**src/rtl/pio_port_ctrl.sv**
```systemverilog
// pio_port_ctrl: 8-bit parallel port pin stage.
// Drives the pads from the output data register with per-bit enables taken
// from the direction register, synchronises pad inputs and raises a sticky
// flag when an input pin changes. It also runs a strobe/acknowledge output
// handshake that gives up after a bounded wait.
module pio_port_ctrl #(
    parameter int WIDTH       = 8,
    parameter int STB_CYCLES  = 2,
    parameter int ACK_TIMEOUT = 255
) (
    input  logic             clk,
    input  logic             rst,
    input  logic [WIDTH-1:0] dir_q,
    input  logic             wr_en,
    input  logic [WIDTH-1:0] wr_data,
    output logic [WIDTH-1:0] rd_data,
    input  logic [WIDTH-1:0] pad_in,
    output logic [WIDTH-1:0] pad_out,
    output logic [WIDTH-1:0] pad_oe,
    output logic             stb_n,
    input  logic             ack_n,
    output logic             busy,
    output logic             chg_irq,
    output logic             wr_ovr,
    output logic             tmo,
    input  logic             irq_clr
);

    localparam logic [2:0] S_IDLE     = 3'd0;
    localparam logic [2:0] S_SETUP    = 3'd1;
    localparam logic [2:0] S_STROBE   = 3'd2;
    localparam logic [2:0] S_WAIT_ACK = 3'd3;
    localparam logic [2:0] S_WAIT_REL = 3'd4;

    localparam logic [3:0] STB_LAST = 4'(STB_CYCLES - 1);
    localparam logic [7:0] TMO_LIM  = 8'(ACK_TIMEOUT);

    // Synchronisers and change-detect history
    logic [WIDTH-1:0] pad_meta_q;
    logic [WIDTH-1:0] sin_q;
    logic [WIDTH-1:0] sin_prev_q;
    logic             ack_meta_q;
    logic             ack_s_q;
    logic [1:0]       arm_cnt_q;
    logic             armed;

    // Handshake state
    logic [2:0]       state_q, state_d;
    logic [3:0]       stb_cnt_q, stb_cnt_d;
    logic [7:0]       tmo_cnt_q, tmo_cnt_d;
    logic [7:0]       tmo_inc;
    logic             tmo_set;

    // Output-side registers
    logic [WIDTH-1:0] pad_out_q, pad_out_d;
    logic [WIDTH-1:0] pad_oe_q;
    logic [WIDTH-1:0] rd_data_q;
    logic             stb_n_q;

    // Sticky flags
    logic             chg_q, chg_d, chg_set;
    logic             ovr_q, ovr_d, ovr_set;
    logic             tmo_q, tmo_d;

    // The arm counter hides the synchroniser fill after reset, so the first
    // pad samples never look like a pin change.
    assign armed   = (arm_cnt_q == 2'd3);
    assign chg_set = armed && (|((sin_q ^ sin_prev_q) & ~dir_q));
    assign ovr_set = wr_en && (state_q != S_IDLE);
    assign tmo_inc = tmo_cnt_q + 8'd1;

    // A set in the same cycle as irq_clr wins so no event is lost.
    assign chg_d = chg_set | (chg_q & ~irq_clr);
    assign ovr_d = ovr_set | (ovr_q & ~irq_clr);
    assign tmo_d = tmo_set | (tmo_q & ~irq_clr);

    // Two-flop synchronisers for pad inputs and acknowledge, plus arm counter
    always_ff @(posedge clk or negedge rst) begin
        if (!rst) begin
            pad_meta_q <= '0;
            sin_q      <= '0;
            sin_prev_q <= '0;
            ack_meta_q <= 1'b1;
            ack_s_q    <= 1'b1;
            arm_cnt_q  <= 2'd0;
        end else begin
            pad_meta_q <= pad_in;
            sin_q      <= pad_meta_q;
            sin_prev_q <= sin_q;
            ack_meta_q <= ack_n;
            ack_s_q    <= ack_meta_q;
            if (!armed) begin
                arm_cnt_q <= arm_cnt_q + 2'd1;
            end
        end
    end

    // Handshake next-state: data is latched only on acceptance in IDLE; a
    // timeout takes priority over acknowledge progress in the wait states.
    always_comb begin
        state_d   = state_q;
        stb_cnt_d = stb_cnt_q;
        tmo_cnt_d = tmo_cnt_q;
        pad_out_d = pad_out_q;
        tmo_set   = 1'b0;
        case (state_q)
            S_IDLE: begin
                if (wr_en) begin
                    pad_out_d = wr_data;
                    state_d   = S_SETUP;
                end
            end
            S_SETUP: begin
                stb_cnt_d = 4'd0;
                state_d   = S_STROBE;
            end
            S_STROBE: begin
                if (stb_cnt_q == STB_LAST) begin
                    tmo_cnt_d = 8'd0;
                    state_d   = S_WAIT_ACK;
                end else begin
                    stb_cnt_d = stb_cnt_q + 4'd1;
                end
            end
            S_WAIT_ACK, S_WAIT_REL: begin
                tmo_cnt_d = tmo_inc;
                if (tmo_inc == TMO_LIM) begin
                    tmo_set = 1'b1;
                    state_d = S_IDLE;
                end else if ((state_q == S_WAIT_ACK) && !ack_s_q) begin
                    state_d = S_WAIT_REL;
                end else if ((state_q == S_WAIT_REL) && ack_s_q) begin
                    state_d = S_IDLE;
                end
            end
            default: begin
                state_d = S_IDLE;
            end
        endcase
    end

    // Handshake state, counters and the registered strobe
    always_ff @(posedge clk or negedge rst) begin
        if (!rst) begin
            state_q   <= S_IDLE;
            stb_cnt_q <= 4'd0;
            tmo_cnt_q <= 8'd0;
            stb_n_q   <= 1'b1;
        end else begin
            state_q   <= state_d;
            stb_cnt_q <= stb_cnt_d;
            tmo_cnt_q <= tmo_cnt_d;
            stb_n_q   <= (state_d != S_STROBE);
        end
    end

    // Pad drive, output enables and readback mux
    always_ff @(posedge clk or negedge rst) begin
        if (!rst) begin
            pad_out_q <= '0;
            pad_oe_q  <= '0;
            rd_data_q <= '0;
        end else begin
            pad_out_q <= pad_out_d;
            pad_oe_q  <= dir_q;
            rd_data_q <= (dir_q & pad_out_q) | (~dir_q & sin_q);
        end
    end

    // Sticky status flags
    always_ff @(posedge clk or negedge rst) begin
        if (!rst) begin
            chg_q <= 1'b0;
            ovr_q <= 1'b0;
            tmo_q <= 1'b0;
        end else begin
            chg_q <= chg_d;
            ovr_q <= ovr_d;
            tmo_q <= tmo_d;
        end
    end

    assign pad_out = pad_out_q;
    assign pad_oe  = pad_oe_q;
    assign rd_data = rd_data_q;
    assign stb_n   = stb_n_q;
    assign busy    = (state_q != S_IDLE);
    assign chg_irq = chg_q;
    assign wr_ovr  = ovr_q;
    assign tmo     = tmo_q;

endmodule
```
**config.mk**
```make
export PLATFORM = sky130hd
export DESIGN_NAME = pio_port_ctrl
export DESIGN_NICKNAME = d
export VERILOG_FILES = /design/src/rtl/pio_port_ctrl.sv
export SDC_FILE = /design/constraint.sdc
export NUM_CORES = 1
export LEC_CHECK = 0
export ABC_AREA = 1
export BUFFER_PORTS_ARGS = -buffer_cell sky130_fd_sc_hd__buf_4
export CAP_MARGIN = 20
export CELL_PAD_IN_SITES_DETAIL_PLACEMENT = 0
export CELL_PAD_IN_SITES_GLOBAL_PLACEMENT = 1
export CORE_MARGIN = 2
export CORE_UTILIZATION = 41
export DETAILED_ROUTE_END_ITERATION = 10
export GPL_TIMING_DRIVEN = 0
export PLACE_DENSITY = 0.85
export SYNTH_ARGS = -nofsm -noshare
export SYNTH_HDL_FRONTEND = slang
export SYNTH_SLANG_ARGS = --single-unit
export TNS_END_PERCENT = 30
```
**constraint.sdc**
```tcl
create_clock -name clk -period 1.6 [get_ports clk]
set_input_delay 0.24 -clock clk [delete_from_list [all_inputs] [get_ports clk]]
set_output_delay 0.24 -clock clk [all_outputs]
set_load 0.02 [all_outputs]
```
Yosys cells after proc, flatten, opt, wreduce, memory -nomap -nowiden
Cells that the tools add are included.

cells by class
  add/sub/neg operators = 3
  equality and inequality tests = 10
  muxes and demuxes = 12
  bitwise logic cells = 13
  reduce and logical (&&, ||, !) cells = 14

operators by type and width
  cell                 number
  $and 8x8->8          3
  $pmux 8 s2           1
  $mux 3               5
  $pmux 3 s4           1
  $add 8x1->8 const B  1
  $eq 8x8->1 const B   1
  $mux 8               1
  $not 8->8            1
  $or 8x8->8           1
  $pmux 4 s2           1
  $reduce_or 8->1      1
  $xor 8x8->8          1
  $eq 3x2->1 const B   2
  $reduce_and 2->1     3
  $add 4x1->4 const B  1
  $eq 4x1->1 const B   1
  $logic_and 1x1->1    4
  $mux 4               1
  $ne 2x2->1 const B   2
  $reduce_bool 2->1    2
  $and 1x1->1          3
  $eq 3x1->1 const B   1
  $eq 3x3->1 const B   1
  $logic_not 3->1      1
  9 further kinds      12

storage, ports and cells
  register bits = 71
  input port bits = 29
  output and inout bits = 29
  word-level logic and storage cells = 68

Depth between registers and ports, before layout
Gate-level depths: netlist (run 1).

  depth after elaboration = 7
  mapped depth = 10
  gate-level depth less buffers = 10

Worst setup path before layout (run 1)
OpenSTA, ideal clock, no wires.

  kind = register to register
  start point = reg tmo_cnt_q[1]
  end point = reg state_q[0]
  setup time = 119 ps
  arrival = 1232 ps
  path slack = 249 ps
  cell stages (with the launch flop) = 10
  clock period less this slack = 1351 ps
  cell sequence = dfrtp_1 > ha_1 > nand3_1 > nand2_1 > nand2_1 > nand3_1 > nor2_2 > nand2_1 > nand2_1 > nand2_1

on the way
  cells in the longest elaborated chain, start to end = 4

RTL lines
  what                    line  source
  from (decl)             50    logic [7:0] tmo_cnt_q, tmo_cnt_d;
  from (signal assigned)  152   tmo_cnt_q <= tmo_cnt_d;
  $add 8x1->8             70    assign tmo_inc = tmo_cnt_q + 8'd1;
  $eq 8x8->1              127   if (tmo_inc == TMO_LIM) begin
  $mux 3                  127
  $pmux 3 s4              106   case (state_q)
  net state_d[0]          48    logic [2:0] state_q, state_d;
  to (signal assigned)    150   state_q <= state_d;
  to (decl)               48

The timed path passes the listed nets, and every way through them passes these cells.
A chain may end at the register's enable or synchronous reset.

Final worst setup path (run 1)
  start point = reg state_q[0]
  end point = out busy

on the way
  cells in the longest elaborated chain, start to end = 1

RTL lines
  what               line  source
  $reduce_bool 3->1  187   assign busy = (state_q != S_IDLE);
  to (decl)          22    output logic busy,

Every way passes these cells.

==> results of run 1 <==
worst reg2reg max path, stage by stage, from the launching register on:
cell,delay [ns]
dfrtp_1,0.45
ha_4,0.19
inv_1,0.04
nand2_1,0.05
nand2_1,0.06
nor2_1,0.10
nand3_1,0.10
nor2_2,0.15
nand2_1,0.07
nand2_1,0.08
nand2_1,0.06
what timing repair did:
| item | 4_1_cts | 5_1_grt |
|---|---|---|
| resized for setup | 0 | 7 |
| setup endpoints to repair | 0 | 6 |
| hold endpoints to repair | 15 | 1 |
| hold buffers | 15 | 1 |
metrics by stage:
step | cells | util | cell area [um2] | total power (W) | worst slack, ns
global placement | 393 | 0.5098 | 3256 | 0.004018 | 0.08958
detailed placement | 393 | 0.5098 | 3256 | 0.004073 | 0.03779
floorplan | 259 | - | 2731 | 0.003423 | 0.2492
finish | 425 | 0.5656 | 3612 | 0.005327 | 0.1152
CTS | 424 | 0.5603 | 3578 | 0.005372 | 0.004034
global route | 425 | 0.5656 | 3612 | 0.005703 | 0.02655
power by group through the flow:
| stage | logic, W | clock network [W] | registers [W] |
|---|---|---|---|
| 2_1_floorplan | 0.000800 | 0 | 0.00262 |
| 3_3_place_gp | 0.00158 | 0 | 0.00243 |
| 3_5_place_dp | 0.00162 | 0 | 0.00245 |
| 4_1_cts | 0.00166 | 0.00130 | 0.00242 |
| 5_1_grt | 0.00183 | 0.00138 | 0.00249 |
| 6_report | 0.00165 | 0.00124 | 0.00243 |
logic make-up (layout without fill, tap and decap cells):
logic type	Yosys count	after routing	share of synthesized area
flip-flops	71	71	0.6519
multiplexers	4	4	0.01603
buffers and inverters	29	118	0.04077
AND/OR/NAND/NOR	119	119	0.1901
XOR/XNOR	5	5	0.01604
adder cells (fa/ha/maj)	5	5	0.02290
AO/OA/AOI/OAI	26	26	0.06230
sequential cells by signal (all words and copies together) (netlist names), 2 cells and up:
| register | count |
|---|---|
| pad_meta_q | 8 |
| pad_oe | 8 |
| pad_out | 8 |
| rd_data | 8 |
| sin_prev_q | 8 |
| sin_q | 8 |
| tmo_cnt_q | 8 |
| stb_cnt_q | 4 |
| state_q | 3 |
| arm_cnt_q | 2 |
final timing paths:
kind                                          startpoint                    to  slack, ns  depth (start not counted)
worst max-delay path                state_q[0]$_DFF_PN0_                  busy       0.12                          3
worst min-delay path                                 rst  rd_data[2]$_DFF_PN0_     -0.004                          1
worst max register to register  tmo_cnt_q[0]$_DFFE_PN0P_  state_q[1]$_DFF_PN0_       0.14                         10
worst min register to register   pad_meta_q[7]$_DFF_PN0_    sin_q[7]$_DFF_PN0_       0.35                          0
max in group asynchronous                            rst  state_q[0]$_DFF_PN0_       0.99                          1
min in group clk                                dir_q[1]   pad_oe[1]$_DFF_PN0_       0.03                          1
cells in the final DEF, fill, tap and decap left out, types with 2 or more instances in the layout:
cell type | Yosys | layout
buf_4 | 0 | 57
clkbuf_8 | 0 | 9
clkinv_2 | 0 | 3
clkinv_4 | 0 | 2
dfrtp_1 | 68 | 65
dfrtp_2 | 0 | 3
dfstp_2 | 3 | 3
dlygate4sd3_1 | 0 | 16
ha_1 | 5 | 4
inv_1 | 25 | 25
inv_2 | 3 | 3
mux2_2 | 3 | 3
nand2_1 | 80 | 79
nand2_2 | 1 | 2
nand3_1 | 8 | 7
nand3_2 | 1 | 2
nand4_1 | 2 | 2
nor2_1 | 19 | 19
nor2_2 | 2 | 2
nor2_4 | 2 | 2
o21ai_0 | 10 | 10
o21ai_1 | 3 | 3
o21ai_2 | 4 | 4
o22ai_1 | 5 | 5
xnor2_1 | 3 | 3
xor2_1 | 2 | 2
layout make-up:
cell class	instances	area (um2)
Fill cell	553	2774
Sequential cell	71	1784
Multi-Input combinational cell	159	859.6
Clock inverter	7	48.80
Clock buffer	9	123.9
Tap cell	77	96.34
Timing Repair Buffer	73	588.1
Inverter	29	111.4
routing by layer:
layer | track usage | up-vias
met4 | 0.05628 | 0
li1 | - | 990
met5 | 0 | -
met3 | 0.06545 | 7
met2 | 0.2528 | 55
met1 | 0.1942 | 922
==> flow_metrics.env, run 1 <==
export IMPL_final_antenna_net_count=0
export IMPL_cts_tree="yes"
export IMPL_synthCells=259
export IMPL_ys_seq_area_frac=0.6519
export IMPL_cp_arrival_ns=1.24
export IMPL_cts_setup_buffers=0
export IMPL_grt_pass1_vias=2024
export IMPL_cp_cell_sequence="nor2_4, nand2_2, buf_4"
export IMPL_grt_pass1_wl_um=8866
export IMPL_internal_power_w=0.003354
export IMPL_start_util=0.4277
export IMPL_setup_violations=0
export IMPL_dieArea_um2=7331
export IMPL_synthTopCellsByCount="nand2_1 (80), dfrtp_1 (68), inv_1 (25), nor2_1 (19), o21ai_0 (10)"
export IMPL_synthArstFlopShare=1.000
export IMPL_syn_nets=293
export IMPL_drive_gt1_frac=0.2989
export IMPL_drtIter0Drc=87
export IMPL_vias_per_cell=4.645
export IMPL_critPathSlowestCell="dfrtp_2"
export IMPL_wl_um=5174
export IMPL_fin_crit_sh=0.9280
export IMPL_overflow=0
export IMPL_path_max_fanout=4
export IMPL_worst_path_buf_inv=1
export IMPL_die_height_um=85.62
export IMPL_cts_made_buffers=9
export IMPL_yosysMostFrequentCell="nand2_1"
export IMPL_p_comb_frac=0.310
export IMPL_rsz0062_at_grt="no"
export IMPL_critPathCaptureType="primary output"
export IMPL_synth_main_ff_cell="dfrtp_1"
export IMPL_clkSlewWorstSetupHoldPaths_ns=0.07
export IMPL_cts_sinks=71
export IMPL_drc=0
export IMPL_wl_met3_um=319
export IMPL_worstMarginPinSlew_ns=0.8578
export IMPL_status="finished with violations"
export IMPL_wl_per_cell_um=12.17
export IMPL_maxCapViolCount=0
export IMPL_drtPass1Iterations=4
export IMPL_vias=1974
export IMPL_yosysUniqueCellTypes=30
export IMPL_met1_length_um=2364
export IMPL_hold_class="input pin to asynchronous set/reset pin"
export IMPL_switching_power_w=0.001972
export IMPL_gp_congestion=0.7676
export IMPL_n_antenna_cell=0
export IMPL_cts_max_path_buffers=2
export IMPL_io_pin_count=58
export IMPL_max_slew_margin=0.4281
export IMPL_fin_nets=377
export IMPL_root_buffer="clkbuf_8"
export IMPL_synth_area_um2=2731
export IMPL_crit_path_start_kind="flip-flop"
export IMPL_h_tree_depth=3
export IMPL_antenna_found_initial=0
export IMPL_synth_largest_area_cell="dfrtp_1"
export IMPL_fmax_mhz=673.5
export IMPL_slew_viol_final=0
export IMPL_die_width_um=85.62
export IMPL_seqPwrFrac=0.456
export IMPL_path_class="flip-flop to primary output"
export IMPL_fin_crit_ns=1.485
export IMPL_synth_area_per_cell_um2=10.55
export IMPL_wl_met2_um=2431
export IMPL_grt_max_degree=72
export IMPL_leakagePower_nw=1.755
export IMPL_yosysWarnings=0
export IMPL_hold_violations=8
export IMPL_crit_family="flip-flops"
export IMPL_power_density_nw_per_um2=1475
export IMPL_synth_edf_count=0
export IMPL_routed_top_layer="met4"
export IMPL_layout_area_overhead_vs_synth_pct=32.25
export IMPL_worstPathRequired_ns=1.36
export IMPL_cpPeakStageDelay_ns=0.46
export IMPL_synth_top_area_frac=0.6230
export IMPL_holdWs_ns=-0.003505
export IMPL_clk_latency_ns=0.35
export IMPL_finClkSkew_ns=0.007395
export IMPL_dp_hpwl_um=3542
export IMPL_p_sw_frac=0.3703
export IMPL_track_usage=0.1583
export IMPL_core_area_um2=6386
export IMPL_tns_ns=0
export IMPL_violations="hold timing"
export IMPL_rows=29
export IMPL_io_buffers=57
export IMPL_peakVddDrop_v=0.0008245
export IMPL_synth_area_top_cells="dfrtp_1 (62%), nand2_1 (11%), inv_1 (3.4%)"
export IMPL_p_clk_frac=0.234
export IMPL_synth_seq_cells=71
(Power assumes the default switching activity.)
==> run 2: changes to the inputs <==
--- a/config.mk
+++ b/config.mk
@@ -11,10 +11,11 @@
 export CELL_PAD_IN_SITES_DETAIL_PLACEMENT = 0
 export CELL_PAD_IN_SITES_GLOBAL_PLACEMENT = 1
 export CORE_MARGIN = 2
-export CORE_UTILIZATION = 41
+export CORE_UTILIZATION = 43
+export CTS_BUF_LIST = sky130_fd_sc_hd__clkbuf_4 sky130_fd_sc_hd__clkbuf_8
 export DETAILED_ROUTE_END_ITERATION = 10
 export GPL_TIMING_DRIVEN = 0
-export PLACE_DENSITY = 0.85
+export PLACE_DENSITY = 0.88
 export SYNTH_ARGS = -nofsm -noshare
 export SYNTH_HDL_FRONTEND = slang
 export SYNTH_SLANG_ARGS = --single-unit
==> flow_metrics.env, run 2 (synthesis results as in run 1) <==
export IMPL_dp_hpwl_um=3509
export IMPL_setup_ws_ns=0.07793
export IMPL_wl_per_cell_um=11.79
export IMPL_cts_tree="yes"
export IMPL_cts_made_buffers=9
export IMPL_track_usage=0.1558
export IMPL_maxCapViolCount=0
export IMPL_layout_commonest_cell="nand2_1"
export IMPL_drtPass1Iterations=4
export IMPL_dp_slack_ns=0.04518
export IMPL_setup_violations=0
export IMPL_grt_max_degree=72
export IMPL_core_area_um2=6241
export IMPL_io_buffers=57
export IMPL_antenna_found_initial=0
export IMPL_cts_max_path_buffers=2
export IMPL_worstMarginPinSlew_ns=0.8607
export IMPL_grt_pass1_wl_um=8569
export IMPL_final_antenna_net_count=0
export IMPL_power_density_nw_per_um2=1565
export IMPL_path_max_fanout=4
export IMPL_cts_sinks=71
export IMPL_fmax_mhz=657.0
export IMPL_root_buffer="clkbuf_8"
export IMPL_cpPeakStageDelay_ns=0.46
export IMPL_start_util=0.4377
export IMPL_die_height_um=83.70
export IMPL_h_tree_depth=3
export IMPL_crit_path_start_kind="flip-flop"
export IMPL_clk_latency_ns=0.35
export IMPL_vias=1948
export IMPL_power_w=0.005660
export IMPL_mostFrequentLayoutCells="nand2_1 (80), dfrtp_1 (64), buf_4 (59), inv_1 (24), nor2_1 (19)"
export IMPL_fin_crit_ns=1.522
export IMPL_tns_ns=0
export IMPL_drive_gt1_frac=0.3081
export IMPL_hold_violations=0
export IMPL_gp_congestion=0.7363
export IMPL_wl_um=4964
export IMPL_layout_area_overhead_vs_synth_pct=32.39
export IMPL_slew_viol_final=0
export IMPL_worst_path_buf_inv=1
export IMPL_grt_pass1_vias=1888
export IMPL_dieArea_um2=7006
export IMPL_path_class="flip-flop to primary output"
export IMPL_status="finished, final reports clean"
export IMPL_hold_class="input pin to asynchronous set/reset pin"
export IMPL_n_antenna_cell=0
export IMPL_die_width_um=83.70
export IMPL_crit_family="flip-flops"
export IMPL_drtIter0Drc=108
export IMPL_critPathCaptureType="primary output"
export IMPL_finClkSkew_ns=0.007564
export IMPL_fin_util=0.5794
export IMPL_r2r_slack_ns=0.12
export IMPL_leakagePower_nw=1.764
export IMPL_critPathSlowestCell="dfrtp_2"
export IMPL_peakVddDrop_v=0.0009032
export IMPL_cp_arrival_ns=1.28
export IMPL_clkSlewWorstSetupHoldPaths_ns=0.08
export IMPL_rows=29
export IMPL_overflow=0
export IMPL_nFillCells=536
export IMPL_drc=0
export IMPL_final_area_um2=3616
export IMPL_fin_crit_sh=0.9513
export IMPL_vias_per_cell=4.627
export IMPL_rsz0062_at_grt="no"
export IMPL_max_slew_margin=0.4262
export IMPL_cp_cell_sequence="nor2_4, nand2_1, buf_4"
export IMPL_fin_nets=373
export IMPL_io_pin_count=58
export IMPL_worstPathRequired_ns=1.36
export IMPL_dpl_cell_area_um2=3256
-- run 2: repair_timing --
item	CTS	global route
hold endpoints to repair	10	0
resized for setup	0	7
endpoints found under the setup margin	0	4
hold buffers	10	0
buffers inserted	0	2
-- run 2: final cells by class --
class                           instances  area, um2  area share
Sequential cell                        71       1785      0.4938
Clock inverter                          7      103.9     0.02872
Timing Repair Buffer                   69      543.0      0.1502
Multi-Input combinational cell        159      852.1      0.2356
Tap cell                               77      96.34     0.02664
Inverter                               29      111.4     0.03080
Clock buffer                            9      123.9     0.03426
-- run 2: worst register-to-register path: stages (launching register included) --
cell and delay, ns:
dfrtp_2 0.46, ha_4 0.19, nand3_1 0.12, nand2_1 0.06
nand2_1 0.08, nand3_1 0.09, nor2_2 0.16, nand2_1 0.07
nand2_1 0.09, nand2_1 0.05
-- run 2: metal layers --
metal | GRT usage | up-vias | share of wire
met5 | 0 | - | 0
met3 | 0.06133 | 5 | 0.068
met4 | 0.04839 | 0 | 0.0054
li1 | - | 983 | -
met2 | 0.2364 | 59 | 0.45
met1 | 0.2079 | 901 | 0.47
-- run 2: path summary, 6_finish.rpt --
kind | from | end | cells past startpoint
hold / removal | rst | rd_data[2]$_DFF_PN0_ | 1
setup / recovery | state_q[0]$_DFF_PN0_ | busy | 3
setup reg to reg | tmo_cnt_q[0]$_DFFE_PN0P_ | state_q[1]$_DFF_PN0_ | 9
hold reg to reg | pad_meta_q[6]$_DFF_PN0_ | sin_q[6]$_DFF_PN0_ | 0
max in group asynchronous | rst | state_q[0]$_DFF_PN0_ | 1
min in group clk | dir_q[2] | pad_oe[2]$_DFF_PN0_ | 1
-- run 2: power breakdown --
group / internal (W) / switching, W
Clock: 0.000896 / 0.000709
Combinational: 0.000652 / 0.000976
Sequential: 0.00214 / 0.000288
-- run 2: stage by stage --
stage	std cells	hold WS [ns]
after floorplan	259	-0.05559
after global placement	393	0.3330
after detailed placement	393	0.3355
after CTS	419	0.001264
after global routing	421	0.001069
final	421	0.003321
==> run 3: changes to the inputs <==
--- a/config.mk
+++ b/config.mk
@@ -14,8 +14,8 @@
 export CORE_UTILIZATION = 43
 export CTS_BUF_LIST = sky130_fd_sc_hd__clkbuf_4 sky130_fd_sc_hd__clkbuf_8
 export DETAILED_ROUTE_END_ITERATION = 10
-export GPL_TIMING_DRIVEN = 0
-export PLACE_DENSITY = 0.88
+export GPL_TIMING_DRIVEN = 1
+export PLACE_DENSITY_LB_ADDON = 0.1
 export SYNTH_ARGS = -nofsm -noshare
 export SYNTH_HDL_FRONTEND = slang
 export SYNTH_SLANG_ARGS = --single-unit
==> flow_metrics.env, run 3 (synthesis results as in run 1) <==
export IMPL_status="finished, final reports clean"
export IMPL_dieArea_um2=7006
export IMPL_rsz0062_at_grt="no"
export IMPL_cts_sinks=71
export IMPL_hold_class="input pin to flip-flop"
export IMPL_wl_um=4976
export IMPL_drive_gt1_frac=0.2957
export IMPL_cts_max_path_buffers=2
export IMPL_root_buffer="clkbuf_8"
export IMPL_core_area_um2=6241
export IMPL_io_buffers=57
export IMPL_vias_per_cell=4.538
export IMPL_io_pin_count=58
export IMPL_start_util=0.4377
export IMPL_power_w=0.005395
export IMPL_p_comb_frac=0.301
export IMPL_switching_power_w=0.001866
export IMPL_worstPathRequired_ns=1.36
export IMPL_cts_made_buffers=9
export IMPL_crit_family="flip-flops"
export IMPL_p_sw_frac=0.3459
export IMPL_worst_path_buf_inv=1
export IMPL_fmax_mhz=661.4
export IMPL_vias=1915
export IMPL_place_inst=396
export IMPL_hold_violations=0
export IMPL_max_slew_margin=0.7827
export IMPL_clk_latency_ns=0.34
export IMPL_dpl_cell_area_um2=3291
export IMPL_grt_max_degree=37
export IMPL_slew_viol_final=0
export IMPL_worstMarginPinSlew_ns=0.3253
export IMPL_h_tree_depth=3
export IMPL_crit_path_start_kind="flip-flop"
export IMPL_final_antenna_net_count=0
export IMPL_dp_hpwl_um=3566
export IMPL_fin_crit_sh=0.9450
export IMPL_rows=29
export IMPL_finClkSkew_ns=0.01445
export IMPL_critPathCaptureType="primary output"
export IMPL_final_area_um2=3596
export IMPL_die_width_um=83.70
export IMPL_setup_violations=0
export IMPL_n_antenna_cell=0
export IMPL_cp_cell_sequence="nor2_4, nand2_1, buf_4"
export IMPL_nFillCells=572
export IMPL_r2r_slack_ns=0.14
export IMPL_path_max_fanout=4
export IMPL_tns_ns=0
export IMPL_drtPass1Iterations=4
export IMPL_clkSlewWorstSetupHoldPaths_ns=0.08
export IMPL_drc=0
export IMPL_power_density_nw_per_um2=1500
export IMPL_grt_pass1_wl_um=8404
export IMPL_fin_crit_ns=1.512
export IMPL_overflow=0
export IMPL_fin_nets=375
export IMPL_mostFrequentLayoutCells="nand2_1 (80), dfrtp_1 (67), buf_4 (59), inv_1 (25), nor2_1 (19)"
export IMPL_internal_power_w=0.003529
export IMPL_p_clk_frac=0.253
export IMPL_antenna_found_initial=0
export IMPL_seqPwrFrac=0.446
export IMPL_wl_per_cell_um=11.79
export IMPL_grt_pass1_vias=1830
export IMPL_die_height_um=83.70
export IMPL_leakagePower_nw=1.762
export IMPL_layout_area_overhead_vs_synth_pct=31.65
export IMPL_critPathSlowestCell="dfrtp_1"
export IMPL_cpPeakStageDelay_ns=0.46
export IMPL_peakVddDrop_v=0.0009049
export IMPL_track_usage=0.1563
export IMPL_cts_tree="yes"
export IMPL_gp_congestion=0.7688
export IMPL_maxCapViolCount=0
export IMPL_layout_commonest_cell="nand2_1"
export IMPL_final_cells=422
export IMPL_cp_arrival_ns=1.27
export IMPL_drtIter0Drc=82
export IMPL_path_class="flip-flop to primary output"
run 3: changes by cell type in the layout (fill, tap and decap cells not counted), sizes merged:
| cell | delta |
|---|---|
| bufinv | -1 |
| clkbuf | +2 |
| clkinv | -1 |
| inv | -2 |
| dlygate4sd3 | +1 |
| clkinvlp | +1 |
| buf | +1 |
run 3: cell type report:
| type | count | area, um2 | share of cell area |
|---|---|---|---|
| sequential | 71 | 1782 | 0.4955 |
| tap | 77 | 96.34 | 0.02679 |
| timing repair buffer | 71 | 573.1 | 0.1594 |
| inverter | 29 | 111.4 | 0.03097 |
| multi-input combinational | 159 | 847.1 | 0.2356 |
| clock inverter | 4 | 47.55 | 0.01322 |
| clock buffer | 11 | 138.9 | 0.03862 |
run 3: power groups by stage:
stage | logic (W) | registers (W) | clock network, W
6_report | 0.00162 | 0.00241 | 0.00137
4_1_cts | 0.00165 | 0.00241 | 0.00142
3_5_place_dp | 0.00163 | 0.00244 | 0
2_1_floorplan | 0.000800 | 0.00262 | 0
3_3_place_gp | 0.00163 | 0.00243 | 0
5_1_grt | 0.00180 | 0.00245 | 0.00150
run 3: per-stage QoR:
step / setup slack, ns / hold WS, ns / util
6_report: 0.08808 / 0.02080 / 0.5762
5_1_grt: 0.003778 / 0.006573 / 0.5762
4_1_cts: 0.05631 / 0.004902 / 0.5716
3_5_place_dp: 0.08970 / 0.1357 / 0.5273
3_3_place_gp: 0.1677 / 0.1319 / 0.5273
2_1_floorplan: 0.2492 / -0.05559 / -
run 3: timing repair:
item,in CTS,in global routing
endpoints found under the hold margin,26,2
gates resized for setup,0,3
hold buffers,9,2
endpoints found under the setup margin,0,3
buffers inserted,0,0
run 3: per-layer routing:
metal / wire (um) / share of wire / vias to the layer above / track usage
met5: 0 / 0 / - / 0
met4: 87 / 0.017 / 0 / 0.08358
li1: - / - / 984 / -
met2: 2391 / 0.48 / 37 / 0.2407
met1: 2285 / 0.46 / 887 / 0.1976
met3: 212 / 0.043 / 7 / 0.04946
run 3: worst register-to-register path, stage by stage (launching register included):
cell and delay, ns:
dfrtp_1 0.42, ha_2 0.22, nand3_1 0.12, nand2_1 0.06, nand2_1 0.09, nand3_1 0.12, nor2_4 0.13, nand2_1 0.06
nand2_1 0.08, nand2_1 0.05
run 3: path summary, 6_finish.rpt:
kind / start / endpoint / depth (start not counted)
max reg2reg: tmo_cnt_q[0]$_DFFE_PN0P_ / state_q[0]$_DFF_PN0_ / 9
max: state_q[0]$_DFF_PN0_ / busy / 3
max in group asynchronous: rst / stb_n$_DFF_PN1_ / 3
min in group asynchronous: rst / rd_data[0]$_DFF_PN0_ / 2
min reg2reg: pad_meta_q[3]$_DFF_PN0_ / sin_q[3]$_DFF_PN0_ / 0
min: dir_q[7] / pad_oe[7]$_DFF_PN0_ / 1
